**config.mk**
```make
export PLATFORM = sky130hd
export DESIGN_NAME = pll_reset_sequencer
export DESIGN_NICKNAME = d
export VERILOG_FILES = /design/src/rtl/pll_reset_sequencer.sv
export SDC_FILE = /design/constraint.sdc
export NUM_CORES = 1
export LEC_CHECK = 0
export BUFFER_PORTS_ARGS = -buffer_cell sky130_fd_sc_hd__buf_2
export CORE_MARGIN = 8
export CORE_UTILIZATION = 40
export CTS_CLUSTER_DIAMETER = 50
export DETAILED_ROUTE_END_ITERATION = 7
export PLACE_DENSITY = 0.62
export SLEW_MARGIN = 0
export SYNTH_ARGS = -nofsm -noshare
export SYNTH_HDL_FRONTEND = slang
export SYNTH_SLANG_ARGS = --single-unit
```
**constraint.sdc**
```tcl
create_clock -name CLK_10MHz -period 2.7 [get_ports CLK_10MHz]
set_input_delay 0.54 -clock CLK_10MHz [delete_from_list [all_inputs] [get_ports CLK_10MHz]]
set_output_delay 0.54 -clock CLK_10MHz [all_outputs]
set_load 0.05 [all_outputs]
```
**src/rtl/pll_reset_sequencer.sv**
```systemverilog
// Staggered reset sequencer for the 10 MHz PLL domain: waits for stable lock,
// releases core then peripheral resets, then signals ready and emits a periodic tick.
module pll_reset_sequencer #(
  parameter int unsigned LOCK_STABLE_CYCLES = 1000,
  parameter int unsigned STAGGER_CYCLES     = 16,
  parameter int unsigned TICK_DIV           = 10000000,
  parameter int unsigned LOSS_CNT_W         = 8
) (
  input  logic                  CLK_10MHz,
  input  logic                  reset,
  input  logic                  locked,
  input  logic                  sw_reset_req,
  output logic                  rst_core,
  output logic                  rst_periph,
  output logic                  sys_ready,
  output logic                  tick,
  output logic [1:0]            state_out,
  output logic [LOSS_CNT_W-1:0] lock_loss_count
);

  localparam int unsigned SEQ_MAX = (LOCK_STABLE_CYCLES > STAGGER_CYCLES) ?
                                    LOCK_STABLE_CYCLES : STAGGER_CYCLES;
  localparam int unsigned SEQ_W   = (SEQ_MAX > 1) ? $clog2(SEQ_MAX) : 1;
  localparam int unsigned DIV_W   = $clog2(TICK_DIV);

  typedef enum logic [1:0] {
    S_WAIT_LOCK = 2'd0,
    S_STABILIZE = 2'd1,
    S_STAGGER   = 2'd2,
    S_RUN       = 2'd3
  } state_t;

  state_t                r_state;
  logic                  r_lock_meta;
  logic                  r_lock_s;
  logic [SEQ_W-1:0]      r_seq_cnt;
  logic [DIV_W-1:0]      r_div_cnt;
  logic                  r_rst_core;
  logic                  r_rst_periph;
  logic                  r_sys_ready;
  logic                  r_tick;
  logic [LOSS_CNT_W-1:0] r_loss_cnt;

  logic w_lock_lost;
  logic w_stab_done;
  logic w_stag_done;
  logic w_div_wrap;

  // Lock loss only counts once the core has been let out of reset
  assign w_lock_lost = ((r_state == S_STAGGER) || (r_state == S_RUN)) && !r_lock_s;
  assign w_stab_done = (r_seq_cnt == SEQ_W'(LOCK_STABLE_CYCLES - 1));
  assign w_stag_done = (r_seq_cnt == SEQ_W'(STAGGER_CYCLES - 1));
  assign w_div_wrap  = (r_div_cnt == DIV_W'(TICK_DIV - 1));

  always_ff @(posedge CLK_10MHz or posedge reset) begin
    if (reset) begin
      r_lock_meta  <= 1'b0;
      r_lock_s     <= 1'b0;
      r_state      <= S_WAIT_LOCK;
      r_seq_cnt    <= '0;
      r_div_cnt    <= '0;
      r_rst_core   <= 1'b1;
      r_rst_periph <= 1'b1;
      r_sys_ready  <= 1'b0;
      r_tick       <= 1'b0;
      r_loss_cnt   <= '0;
    end else begin
      r_lock_meta <= locked;
      r_lock_s    <= r_lock_meta;
      r_tick      <= 1'b0;

      if (w_lock_lost || sw_reset_req) begin
        // Abort: resets reassert on this same edge, sequence restarts from scratch
        r_state      <= S_WAIT_LOCK;
        r_seq_cnt    <= '0;
        r_div_cnt    <= '0;
        r_rst_core   <= 1'b1;
        r_rst_periph <= 1'b1;
        r_sys_ready  <= 1'b0;
        if (w_lock_lost && (r_loss_cnt != '1)) begin
          r_loss_cnt <= r_loss_cnt + LOSS_CNT_W'(1);
        end
      end else begin
        case (r_state)
          S_WAIT_LOCK: begin
            r_seq_cnt <= '0;
            if (r_lock_s) begin
              r_state <= S_STABILIZE;
            end
          end
          S_STABILIZE: begin
            if (!r_lock_s) begin
              r_state   <= S_WAIT_LOCK;
              r_seq_cnt <= '0;
            end else if (w_stab_done) begin
              r_state    <= S_STAGGER;
              r_seq_cnt  <= '0;
              r_rst_core <= 1'b0;
            end else begin
              r_seq_cnt <= r_seq_cnt + SEQ_W'(1);
            end
          end
          S_STAGGER: begin
            if (w_stag_done) begin
              r_state      <= S_RUN;
              r_seq_cnt    <= '0;
              r_div_cnt    <= '0;
              r_rst_periph <= 1'b0;
              r_sys_ready  <= 1'b1;
            end else begin
              r_seq_cnt <= r_seq_cnt + SEQ_W'(1);
            end
          end
          S_RUN: begin
            if (w_div_wrap) begin
              r_div_cnt <= '0;
              r_tick    <= 1'b1;
            end else begin
              r_div_cnt <= r_div_cnt + DIV_W'(1);
            end
          end
        endcase
      end
    end
  end

  assign rst_core        = r_rst_core;
  assign rst_periph      = r_rst_periph;
  assign sys_ready       = r_sys_ready;
  assign tick            = r_tick;
  assign state_out       = r_state;
  assign lock_loss_count = r_loss_cnt;

endmodule

```
==> run_results.csv <==
group,metric,value,unit
synth,synth_enable_flop_cells,0,
drt,via_count,2337,
synth,synth.distinct_cells,54,
global_routing,maximum_number_of_pins_on_one_net_before_global_route_repair,51,
hold_path,whs_path_depth,1,
pwr,power.sequential.fraction,0.536,
clocking,cts_max_path_buffers,2,
clocking,cts_hold_repair.buffers,0,
floorplanning,initial_core_util,0.4140,
floorplanning,placeableCoreArea,0.006794,sq mm
critical_path,worstPathArrival,2.62,ns
synth,synth.ff_latch_count,50,
pwr,internal_power,1030,uW
critical_path,crit_chain,"inv_1, ha_1, or2_2, and2_1, a2111o_1, nor3b_1, a21o_1",
pwr,powerDensity,485.5,mW/mm^2
drt,drt-pass1-iter-count,4,
floorplanning,core.rowCount,30,
timing,timing.slew.headroom,0.5259,
critical_path,worstSetupStartpointType,"flip-flop",
critical_path,slowest_stage,"sky130_fd_sc_hd__a2111o_1",
floorplanning,fp.dieW,99.86,um
final_layout,antennaDiodeCount,0,
floorplanning,vertical_die_dimension,99.86,um
clocking,ctsHtreeMaxLevel,2,
global_routing,grt_pass1_vias,2189,
critical_path,worst-setup-path-type,"flip-flop to flip-flop",
final_layout,layout.cells.non_filler,421,
placed_design,numPlacedInstances,413,
drt,detail_route.wirelength,6194,um
synth,synth.top_cells.by_area,"sky130_fd_sc_hd__dfrtp_1 (43%), sky130_fd_sc_hd__nand3_1 (4.3%), sky130_fd_sc_hd__o21ai_0 (4.1%), sky130_fd_sc_hd__nand2_1 (3.6%), sky130_fd_sc_hd__ha_1 (3.1%)",
timing,finalHoldViolCount,0,
clocking,insertion_delay,0.31,ns
synth,ys_dominant_reg_cell,"sky130_fd_sc_hd__dfrtp_1",
global_routing,antenna_found_initial,0,
final_layout,drive_above_1_share,0.1446,
pwr,power.clock.fraction,0.293,
placed_design,half_perimeter_wire_length_after_detailed_placement,4326,um
synth,synth-async-reset-ratio,1.000,
final_layout,fillers,658,
pwr,max-vdd-ir-drop,177.4,uV
global_routing,grt_pass1_wl,10710,um
synth,syn_nets,315,
drt,drtAntennaViolNets,0,
global_routing,gr-usage-all-layers,0.1298,
critical_path,critical_path.top_delay_family,"simple AND/OR/NAND/NOR gates",
critical_path,r2r_setup_slack,0.33,ns
critical_path,crit_buf_inv,1,
pwr,pwr-share-comb,0.170,
critical_path,ff2ff_path_depth,7,
timing,final-max-slew-violation-count,0,
clocking,cts_tree,"yes",
synth,ys_seq_area_frac,0.4457,
drt,vias_per_cell,5.551,
status,status,"completed",
critical_path,critical_path.endpoint_type,"flip-flop",
timing,setup_viol_count_final,0,
synth,yosys-top-cells-count,"sky130_fd_sc_hd__dfrtp_1 (48), sky130_fd_sc_hd__nand2_1 (27), sky130_fd_sc_hd__nand3_1 (24)",
clocking,cts_num_sinks,50,
synth,yosys.cell_count.top_type,"sky130_fd_sc_hd__dfrtp_1",
timing,worst_pin_slew,0.7037,ns
pwr,cellLeakagePower,0.001319,uW
final_layout,layout.nets,335,
hold_path,holdCritStartpoint,"locked",
final_layout,syn_to_final_growth,10.23,%
synth,synth.avg_cell_area,9.252,sq um
synth,yosys.area.top_type,"sky130_fd_sc_hd__dfrtp_1",
floorplanning,fp.dieArea,0.009971,sq mm
drt,post-route-drc-count,0,
synth,syn_inst,304,
floorplanning,design.portCount,18,
critical_path,crit_path_max_incr_delay,0.56,ns
hold_path,hold-path-endpoint,"r_lock_meta",
clocking,cts_made_buffers,5,
synth,post_synth_instance_area,0.002813,sq mm
pwr,power_switching,475.2,uW
pwr,power.share.switching,0.3157,
critical_path,worst_r2r_startpoint,"state_out[0]",
timing,final.period_utilization,0.8764,
placed_design,numPortBuffers,17,
synth,yosysTopAreaCellShare,0.4270,
clocking,clock_tree.root_cell,"sky130_fd_sc_hd__clkbuf_8",
timing,finalSetupTns,0,ns
global_routing,global_route.overflow_total,0,
run,timing.max_cap.violations,0,
timing,grt_setup_unrepaired,"no",
critical_path,reg2reg_to,"r_seq_cnt[2]",
drt,wl_per_cell,14.71,um
timing,timing.fmax,0.4226,GHz
timing,finalClockSkew,0.01305,ns
clocking,worst_setup_hold_path_clk_slew,0.10,ns
timing,final_period_minus_worst_setup_slack,2.366,ns
synth,ys_warn_count,0,
hold_path,hold_class,"primary input to flip-flop",
critical_path,crit_required,2.95,ns
drt,drt_iter0_drc,195,
placed_design,place.gp.congestion,0.8409,
critical_path,worst-path-max-fanout,12,
-- layout make-up --
class | count | area [sq um] | share of cell area
Multi-Input combinational cell | 222 | 1428 | 0.4605
Sequential cell | 50 | 1254 | 0.4044
Timing Repair Buffer | 23 | 130.1 | 0.04197
Tap cell | 96 | 120.1 | 0.03874
Inverter | 22 | 82.58 | 0.02663
Clock buffer | 6 | 72.57 | 0.02341
Clock inverter | 2 | 13.76 | 0.004439
-- logic make-up (layout without fill, tap and decap cells) --
family	after synthesis	after routing	synth area share
flip-flops	50	50	0.4457
XOR/XNOR	10	10	0.03114
adder cells (fa/ha/maj)	7	7	0.03114
AND/OR/NAND/NOR	121	121	0.2349
AO/OA/AOI/OAI	81	81	0.1962
multiplexers	3	3	0.01157
buffers and inverters	32	53	0.04937
-- power groups by stage --
stage	clock [uW]	combinational [uW]	sequential (uW)
after floorplan	0	119	893
after global placement	0	253	821
after detailed placement	0	258	821
after CTS	460	258	807
final	441	256	807
after global routing	488	281	813
-- layout by cell type (no fill, tap or decap), types with 3 or more instances in the layout --
cell                       Yosys  final
sky130_fd_sc_hd__nor2b_1       4      4
sky130_fd_sc_hd__xor2_1        4      4
sky130_fd_sc_hd__nor2_1        9      9
sky130_fd_sc_hd__xnor2_1       6      6
sky130_fd_sc_hd__o41ai_1       4      4
sky130_fd_sc_hd__o22ai_1       5      5
sky130_fd_sc_hd__and4_1        4      4
sky130_fd_sc_hd__a21o_1        3      3
sky130_fd_sc_hd__o21ai_0      23     23
sky130_fd_sc_hd__dfrtp_1      48     48
sky130_fd_sc_hd__a21oi_1      17     17
sky130_fd_sc_hd__nand3_1      24     24
sky130_fd_sc_hd__ha_1          7      7
sky130_fd_sc_hd__or4_1         7      7
sky130_fd_sc_hd__and3_1        7      7
sky130_fd_sc_hd__nor4_1        7      7
sky130_fd_sc_hd__buf_4         2      6
sky130_fd_sc_hd__a22o_1        3      3
sky130_fd_sc_hd__or2_2         3      3
sky130_fd_sc_hd__nand4_1       7      7
sky130_fd_sc_hd__o211ai_1      3      3
sky130_fd_sc_hd__buf_2         3     17
sky130_fd_sc_hd__clkbuf_8      0      5
sky130_fd_sc_hd__o31ai_1       5      5
sky130_fd_sc_hd__and2_1        4      4
sky130_fd_sc_hd__inv_1        22     21
sky130_fd_sc_hd__nor3_1        9      9
sky130_fd_sc_hd__nand2_1      27     27
-- worst reg2reg max path: stages, from the launching register on --
cell and delay, ns:
sky130_fd_sc_hd__dfrtp_1 0.43, sky130_fd_sc_hd__inv_1 0.10, sky130_fd_sc_hd__ha_1 0.30, sky130_fd_sc_hd__or2_2 0.35
sky130_fd_sc_hd__and2_1 0.21, sky130_fd_sc_hd__a2111o_1 0.56, sky130_fd_sc_hd__nor3b_1 0.25, sky130_fd_sc_hd__a21o_1 0.11
-- layer usage --
layer / global-route usage / wire [um] / share of wire / vias up
li1: - / - / - / 1161
met1: 0.1763 / 3136 / 0.51 / 1136
met2: 0.2011 / 2787 / 0.45 / 34
met3: 0.02630 / 198 / 0.032 / 6
met4: 0.04075 / 71 / 0.011 / 0
met5: 0 / 0 / 0 / -
-- repair_timing --
item / 4_1_cts / 5_1_grt
setup buffers: 0 / 0
gates resized for setup: 0 / 1
setup endpoints to repair: 0 / 3
-- through the flow --
stage	total power, uW	hold WS, ns	utilization	cell area, sq um	worst slack [ns]
finish	1505	0.3324	0.4564	3100	0.3336
floorplan	1012	0.3312	-	2813	0.2182
global placement	1074	0.3387	0.4425	3007	0.2602
detailed placement	1079	0.3394	0.4425	3007	0.1806
global route	1582	0.3169	0.4564	3100	0.1829
CTS	1525	0.3241	0.4552	3093	0.1431
-- registers in the layout (all words and copies together), names as in the netlist --
name             count
r_div_cnt           24
r_seq_cnt           10
lock_loss_count      8
state_out            2
r_lock_meta          1
r_lock_s             1
rst_core             1
rst_periph           1
sys_ready            1
tick                 1
-- worst max-delay path by stage --
stage | start | endpoint | cells past startpoint
after CTS | state_out[0] | r_div_cnt[19] | 6
final | state_out[0] | r_seq_cnt[2] | 7
after floorplan | state_out[0] | r_seq_cnt[4] | 8
after global placement | state_out[0] | r_div_cnt[19] | 6
after detailed placement | state_out[0] | r_div_cnt[19] | 6
after global routing | state_out[0] | r_seq_cnt[2] | 7
Note: power is estimated with default switching activity, not from simulation.
